$ cat config.mk
export PLATFORM = sky130hd
export DESIGN_NAME = clk_div_gen
export DESIGN_NICKNAME = d
export VERILOG_FILES = /design/src/rtl/clk_div_gen_pkg.sv /design/src/rtl/clk_div_chan.sv /design/src/rtl/clk_div_gen.sv
export SDC_FILE = /design/constraint.sdc
export NUM_CORES = 1
export LEC_CHECK = 0
export ABC_AREA = 0
export CORE_MARGIN = 2
export CORE_UTILIZATION = 52
export DETAILED_ROUTE_END_ITERATION = 8
export PLACE_DENSITY = 0.84
export SKIP_CTS_REPAIR_TIMING = 1
export SYNTH_ARGS = -nofsm -noshare
export SYNTH_HDL_FRONTEND = slang
export SYNTH_SLANG_ARGS = --single-unit
$ cat constraint.sdc
create_clock -name BUS_CLK -period 2.4 [get_ports BUS_CLK]
set_input_delay 0.48 -clock BUS_CLK [delete_from_list [all_inputs] [get_ports BUS_CLK]]
set_output_delay 0.48 -clock BUS_CLK [all_outputs]
set_load 0.05 [all_outputs]
$ cat src/rtl/clk_div_gen_pkg.sv
// Shared state encoding, widths and the half-period helper for clk_div_gen.
package clk_div_gen_pkg;

  typedef enum logic [1:0] {
    WAIT_LOCK = 2'd0,
    ALIGN     = 2'd1,
    RUN       = 2'd2
  } state_e;

  localparam int unsigned LOST_CNT_W = 8;
  localparam int unsigned HALF_W     = 33;

  // High-phase length for period P = div+1; odd periods give the extra cycle to the high phase.
  function automatic logic [HALF_W-1:0] calc_half_thresh(input logic [31:0] div);
    calc_half_thresh = ({1'b0, div} + 33'd2) >> 1'b1;
  endfunction

endpackage

$ cat src/rtl/clk_div_chan.sv
// One divider channel: shadowed ratio (and phase with CLK_DIV_GEN_PHASE_EN), counter and strobe decode.
module clk_div_chan
  import clk_div_gen_pkg::*;
#(
  parameter int DIV_WIDTH = 8
) (
  input  logic                 clk,
  input  logic                 rst,
  input  logic                 load,
  input  logic                 align,
  input  logic                 run,
  input  logic [DIV_WIDTH-1:0] div,
`ifdef CLK_DIV_GEN_PHASE_EN
  input  logic [DIV_WIDTH-1:0] phase,
`endif
  output logic                 clk_en,
  output logic                 clk_div
);

  logic [DIV_WIDTH-1:0] div_sh_r;
  logic [DIV_WIDTH-1:0] cnt_r;
  logic [DIV_WIDTH-1:0] start_s;
  logic [HALF_W-1:0]    half_s;

`ifdef CLK_DIV_GEN_PHASE_EN
  logic [DIV_WIDTH-1:0] phase_sh_r;

  // Shadow capture of ratio and phase.
  always_ff @(posedge clk) begin
    if (rst) begin
      div_sh_r   <= '0;
      phase_sh_r <= '0;
    end else if (load) begin
      div_sh_r   <= div;
      phase_sh_r <= phase;
    end else begin
      div_sh_r   <= div_sh_r;
      phase_sh_r <= phase_sh_r;
    end
  end

  // An out-of-range phase falls back to edge alignment.
  always_comb begin
    start_s = (phase_sh_r > div_sh_r) ? '0 : phase_sh_r;
  end
`else
  // Shadow capture of ratio.
  always_ff @(posedge clk) begin
    if (rst) begin
      div_sh_r <= '0;
    end else if (load) begin
      div_sh_r <= div;
    end else begin
      div_sh_r <= div_sh_r;
    end
  end

  assign start_s = '0;
`endif

  // Period counter: preset during alignment, wraps at the shadowed ratio while running.
  always_ff @(posedge clk) begin
    if (rst) begin
      cnt_r <= '0;
    end else if (align) begin
      cnt_r <= start_s;
    end else if (run) begin
      cnt_r <= (cnt_r >= div_sh_r) ? '0 : cnt_r + DIV_WIDTH'(1);
    end else begin
      cnt_r <= cnt_r;
    end
  end

  // Strobe and level decode from registered counter only.
  always_comb begin
    half_s  = calc_half_thresh(32'(div_sh_r));
    clk_en  = run && (cnt_r == '0);
    clk_div = run && (HALF_W'(cnt_r) < half_s);
  end

endmodule

$ cat src/rtl/clk_div_gen.sv
// Multi-channel clock-enable generator gated on a qualified DCM lock.
// Optional per-channel start phase: define CLK_DIV_GEN_PHASE_EN.
module clk_div_gen
  import clk_div_gen_pkg::*;
#(
  parameter int CHANNELS  = 4,
  parameter int DIV_WIDTH = 8,
  parameter int LOCK_WAIT = 256
) (
  input  logic                          BUS_CLK,
  input  logic                          BUS_RST,
  input  logic                          LOCKED_IN,
  input  logic                          CONF_LOAD,
  input  logic [CHANNELS*DIV_WIDTH-1:0] DIV,
`ifdef CLK_DIV_GEN_PHASE_EN
  input  logic [CHANNELS*DIV_WIDTH-1:0] PHASE,
`endif
  output logic [CHANNELS-1:0]           CLK_EN,
  output logic [CHANNELS-1:0]           CLK_DIV,
  output logic                          READY,
  output logic [LOST_CNT_W-1:0]         LOCK_LOST_CNT
);

  localparam int LC_W = $clog2(LOCK_WAIT + 1);
  localparam logic [LC_W-1:0] LOCK_LAST = LC_W'(LOCK_WAIT - 1);

  state_e                state_r;
  state_e                state_nx_s;
  logic                  lock_meta_r;
  logic                  lock_sync_r;
  logic                  conf_run_r;
  logic [LC_W-1:0]       lock_cnt_r;
  logic [LOST_CNT_W-1:0] lost_cnt_r;
  logic                  align_s;
  logic                  run_s;

  // Two-flop synchroniser for the asynchronous DCM lock.
  always_ff @(posedge BUS_CLK) begin
    if (BUS_RST) begin
      lock_meta_r <= 1'b0;
      lock_sync_r <= 1'b0;
    end else begin
      lock_meta_r <= LOCKED_IN;
      lock_sync_r <= lock_meta_r;
    end
  end

  // Reconfiguration seen in RUN re-aligns one cycle later, after the shadows settle.
  always_ff @(posedge BUS_CLK) begin
    if (BUS_RST) begin
      conf_run_r <= 1'b0;
    end else begin
      conf_run_r <= CONF_LOAD && (state_r == RUN);
    end
  end

  // Consecutive-lock counter, only live while waiting for lock.
  always_ff @(posedge BUS_CLK) begin
    if (BUS_RST) begin
      lock_cnt_r <= '0;
    end else if ((state_r == WAIT_LOCK) && lock_sync_r) begin
      lock_cnt_r <= lock_cnt_r + LC_W'(1);
    end else begin
      lock_cnt_r <= '0;
    end
  end

  // State register.
  always_ff @(posedge BUS_CLK) begin
    if (BUS_RST) begin
      state_r <= WAIT_LOCK;
    end else begin
      state_r <= state_nx_s;
    end
  end

  // Next-state logic; lock loss outranks reconfiguration.
  always_comb begin
    state_nx_s = state_r;
    case (state_r)
      WAIT_LOCK: begin
        if (lock_sync_r && (lock_cnt_r == LOCK_LAST)) begin
          state_nx_s = ALIGN;
        end else begin
          state_nx_s = WAIT_LOCK;
        end
      end
      ALIGN: state_nx_s = RUN;
      RUN: begin
        if (!lock_sync_r) begin
          state_nx_s = WAIT_LOCK;
        end else if (conf_run_r) begin
          state_nx_s = ALIGN;
        end else begin
          state_nx_s = RUN;
        end
      end
      default: state_nx_s = WAIT_LOCK;
    endcase
  end

  // Saturating count of lock losses observed while running.
  always_ff @(posedge BUS_CLK) begin
    if (BUS_RST) begin
      lost_cnt_r <= '0;
    end else if ((state_r == RUN) && !lock_sync_r && (lost_cnt_r != {LOST_CNT_W{1'b1}})) begin
      lost_cnt_r <= lost_cnt_r + LOST_CNT_W'(1);
    end else begin
      lost_cnt_r <= lost_cnt_r;
    end
  end

  assign align_s       = (state_r == ALIGN);
  assign run_s         = (state_r == RUN);
  assign READY         = run_s;
  assign LOCK_LOST_CNT = lost_cnt_r;

  for (genvar i = 0; i < CHANNELS; i++) begin : g_chan
    clk_div_chan #(
      .DIV_WIDTH(DIV_WIDTH)
    ) u_chan (
      .clk    (BUS_CLK),
      .rst    (BUS_RST),
      .load   (CONF_LOAD),
      .align  (align_s),
      .run    (run_s),
      .div    (DIV[i*DIV_WIDTH +: DIV_WIDTH]),
`ifdef CLK_DIV_GEN_PHASE_EN
      .phase  (PHASE[i*DIV_WIDTH +: DIV_WIDTH]),
`endif
      .clk_en (CLK_EN[i]),
      .clk_div(CLK_DIV[i])
    );
  end

endmodule
==> impl.org <==
** Worst setup path
- Buffering stage count on the worst path with inverters included :: 3
- Walking the worst path, the cells encountered are inv_1, nor4_4, nand2_1, xnor2_2, ha_4, a21oi_4, a21oi_2, a2111oi_2, buf_4, buf_12.
- WP data required :: 1920 ps
- Setup slack on the worst reg-to-reg path comes out at 160 ps.
- The largest single stage delay on the critical path is 380 ps.
- The worst setup path is captured at a primary output.
- Maximum fanout count along the critical path :: 4
- Worst reg2reg path startpoint :: g_chan[2].u_chan.div_sh_r[2]
- The critical path in this run is classified as reg -> out.
- Broken down by cell family, the worst path's largest delay share belongs to simple AND/OR/NAND/NOR gates.
- Startpoint kind of the worst setup timing path :: register
- Worst-path cell with the longest stage delay :: sky130_fd_sc_hd__dfxtp_4
- For the worst flop-to-flop path, the logic depth is 8.
- Data arrives at the worst endpoint at 2470 ps.
- The worst register-to-register path ends at g_chan[2].u_chan.cnt_r[5].

** Floorplanning
- Boundary pin count :: 53
- The initialized floorplan defines 37 standard-cell rows.
- The region available for standard cell placement spans approximately 0.01 mm^2.
- In this run the vertical extent of the chip is 106 um.
- Full die area :: 0.0113 mm^2
- The floorplan step set the die width to approximately 110 um.
- The initial utilization of the core area, before any placement, comes to 53.1%.

** GRT
- Met3 global-route usage :: 5.15%
- The number of global-route vias before repair was about 5,000.
- Met2 global-route usage :: 41.7%
- Peak-usage layer in the global routing report :: met2
- Overall fraction of global-route tracks in use :: 23.9%
- For met1 alone, demand over resource in global routing was between 20% and 30%.
- Entering global routing, the biggest net connects 31 pins.
- The number of antenna violations at the first check in global routing was 1.
- GR Overflow Total :: 0
- Wire length of the first global-routing pass :: around 22,000 um

** Routing
- For this run, the detailed router's first-pass iteration total came to 5.
- Vias per Instance :: approximately 5.6
- Drc violations :: 0
- The routed design has between 10,000 and 15,000 um of wire.
- Detailed routing inserted a total of ~5,000 vias.
- Routed len/inst :: 15.2 um
- Once detail routing completed, the nets flagged for antenna violations numbered 0.
- For this block, the initial DRC count from the detailed router was 312.

** Timing
- Clk_skew :: 9.60 ps
- Final critical delay including setup and external delays :: 2950 ps
- Setup-failing EPs final :: 4
- Number of max-slew violations in the final report :: 0
- Final worst path period share :: 123%
- Post-route setup slack :: -545 ps
- Static timing analysis puts the maximum clock frequency at 340 MHz.
- Setup total negative slack on the finished layout was measured at -1850 ps.
- Hold violation total from the final report :: 0
- Worst-Margin Slew :: approximately 550 ps
- Max-slew headroom at the worst pin :: 63.5%
- RSZ-0062 raised after global routing :: true

** Clocking
- Num CTS Buffers :: 9
- Clock input transition at the sequential cells of the worst setup and hold paths :: 80 ps
- Latest clock arrival within the worst-skew pair :: 370 ps
- Worst-case clock buffer depth :: 2
- Level count of the clock H-tree :: 3
- TritonCTS built the clock tree.
- For this design, the sink count on the clock tree is between 80 and 90.
- CTS placed an instance of sky130_fd_sc_hd__clkbuf_8 at the clock tree root.

** Status
- The flow ran to the end, but the final reports show violations.
- The checks that failed: negative setup slack.

** Place
- GP Congestion :: 0.914
- Count of input and output buffers :: 52
- Detailed placer's ending HPWL :: 9650 um
- Cell Count Post-Placement :: 876

** Synth
- Of the synthesized area, sequential elements account for 31.5%.
- A synthesized cell averages 8.31 um^2.
- Leading cell types by count after synthesis :: sky130_fd_sc_hd__dfxtp_1, sky130_fd_sc_hd__ha_1, sky130_fd_sc_hd__nor2_1
- Fraction of registers with async set or reset after synthesis :: 0%
- For this run, the number of Yosys warnings is 0.
- Post-synthesis cell type count :: 41
- When the netlist entered floorplanning its net count stood at approximately 770.
- By instance count, the leading cell after synthesis is sky130_fd_sc_hd__dfxtp_1.
- Counting flops with a built-in enable in the synthesized netlist gives 0.
- In the post-synthesis netlist, the biggest area contributors are sky130_fd_sc_hd__dfxtp_1, sky130_fd_sc_hd__ha_1, sky130_fd_sc_hd__mux2i_1.
- Netlist area before placement :: about 0.0055 mm^2
- Most frequently used flop master after synthesis :: sky130_fd_sc_hd__dfxtp_1
- Post-synthesis register bit count :: 86
- Synth top area share :: 31.5%
- Dominant cell type by area after synthesis :: sky130_fd_sc_hd__dfxtp_1
- Instance count of the mapped netlist :: 657

** Worst hold path
- Launch instance of the worst min-delay path :: lock_meta_r
- The worst hold path terminates at lock_sync_r.
- The min-delay analysis places its worst path in the category reg -> reg.
- Number of cells on the worst hold path :: 1

** Cells and area
- Cells with a size suffix above 1 make up a little under a fifth of the layout.
- After filler insertion, the fill cell instance count of the layout stands at slightly below 800.
- 0 antenna diodes ended up in the layout.
- Net count, final :: 865
- From synthesis to final layout, the design area changed by 29.0%.
- After the flow finishes, the layout carries non-filler instances totaling slightly below 900.

** Power
- Power per standard cell area :: 449 mW/mm^2
- VDD sags by at most 278 uV.
- Static leakage power :: 2.89 nW

** Run
- Max cap viols :: 0
-- final cells by class --
cell class | instances | area (um^2) | share of cell area [%]
inverter | 47 | 176 | 2.51
sequential | 86 | 1760 | 25.0
timing repair buffer | 115 | 1040 | 14.7
tap | 136 | 170 | 2.42
clock buffer | 13 | 159 | 2.26
clock inverter | 3 | 90.1 | 1.28
multi-input combinational | 495 | 3650 | 51.8
-- worst max-delay path by stage --
stage | startpoint | endpoint | cells past startpoint
floorplan | g_chan[3].u_chan.div_sh_r[2] | CLK_DIV[3] | 9
global placement | g_chan[2].u_chan.div_sh_r[1] | CLK_DIV[2] | 9
detailed placement | g_chan[2].u_chan.div_sh_r[1] | CLK_DIV[2] | 9
CTS | g_chan[3].u_chan.div_sh_r[2] | CLK_DIV[3] | 10
global route | g_chan[3].u_chan.div_sh_r[1] | CLK_DIV[3] | 10
finish | g_chan[3].u_chan.div_sh_r[1] | CLK_DIV[3] | 10
-- layer usage --
layer,share of wire (%),wire length [um]
met5,0.096,13
met4,2.5,336
met3,4.2,571
met2,51,6870
met1,43,5800
-- layout by cell type, fill, tap and decap left out, types with 3 or more instances in the layout --
| cell type | n |
|---|---|
| sky130_fd_sc_hd__nor2b_1 | 4 |
| sky130_fd_sc_hd__xor2_1 | 14 |
| sky130_fd_sc_hd__ha_4 | 5 |
| sky130_fd_sc_hd__dfxtp_4 | 9 |
| sky130_fd_sc_hd__nor3_2 | 3 |
| sky130_fd_sc_hd__a21o_1 | 6 |
| sky130_fd_sc_hd__ha_1 | 70 |
| sky130_fd_sc_hd__mux2i_1 | 34 |
| sky130_fd_sc_hd__nand4_1 | 14 |
| sky130_fd_sc_hd__nand4b_1 | 5 |
| sky130_fd_sc_hd__dfxtp_2 | 4 |
| sky130_fd_sc_hd__nor2_1 | 73 |
| sky130_fd_sc_hd__and3_1 | 8 |
| sky130_fd_sc_hd__a21oi_1 | 36 |
| sky130_fd_sc_hd__nand2b_1 | 3 |
| sky130_fd_sc_hd__nand3_1 | 50 |
| sky130_fd_sc_hd__nand3b_1 | 6 |
| sky130_fd_sc_hd__xnor2_2 | 5 |
| sky130_fd_sc_hd__clkbuf_8 | 11 |
| sky130_fd_sc_hd__nor4_2 | 4 |
| sky130_fd_sc_hd__buf_12 | 6 |
| sky130_fd_sc_hd__buf_4 | 66 |
| sky130_fd_sc_hd__nand2_1 | 53 |
| sky130_fd_sc_hd__nor3_1 | 15 |
| sky130_fd_sc_hd__inv_1 | 44 |
| sky130_fd_sc_hd__bufinv_16 | 3 |
| sky130_fd_sc_hd__a31oi_1 | 13 |
| sky130_fd_sc_hd__a2111oi_2 | 4 |
| sky130_fd_sc_hd__a21oi_2 | 3 |
| sky130_fd_sc_hd__xnor2_1 | 19 |
| sky130_fd_sc_hd__dfxtp_1 | 73 |
| sky130_fd_sc_hd__nor4b_2 | 3 |
| sky130_fd_sc_hd__or3_1 | 5 |
| sky130_fd_sc_hd__clkdlybuf4s50_1 | 41 |
| sky130_fd_sc_hd__o21ai_0 | 16 |
-- sequential cells by signal (all words and copies together), names as in the netlist --
register / flops
LOCK_LOST_CNT: 8
conf_run_r: 1
g_chan.u_chan.cnt_r: 32
g_chan.u_chan.div_sh_r: 32
lock_cnt_r: 9
lock_meta_r: 1
lock_sync_r: 1
state_r: 2
-- cell families (layout without fill, tap and decap cells) --
logic type	Yosys count	after routing	share of synthesized area (%)
muxes	34	34	6.24
buffers and inverters	76	178	6.14
and+or+nand+nor	262	262	23.4
AOI/OAI and AO/OA	86	86	9.40
adders and majority gates	75	75	17.2
DFF	86	86	31.5
xor gates and xnor gates	38	38	6.10
-- per-stage QoR --
step	total power [W]	hold WS [ps]	worst slack (ps)	utilization, %	cell area, um^2
2_1_floorplan	0.00174	414	-78.5	-	5550
3_3_place_gp	0.00187	418	-243	64.0	6580
3_5_place_dp	0.00189	436	-299	64.0	6580
4_1_cts	0.00316	455	-822	66.4	6830
5_1_grt	0.00328	477	-686	68.5	7040
6_report	0.00316	446	-545	68.5	7040
-- where the power goes --
part	leakage (nW)	internal [W]	switching, W	total, W
clock network	0.124	0.000750	0.000531	0.00128
registers	0.707	0.00146	0.0000372	0.00149
logic	2.06	0.000194	0.000189	0.000383
total	2.89	0.00240	0.000757	0.00316
Power figures use the tool's default switching activity.
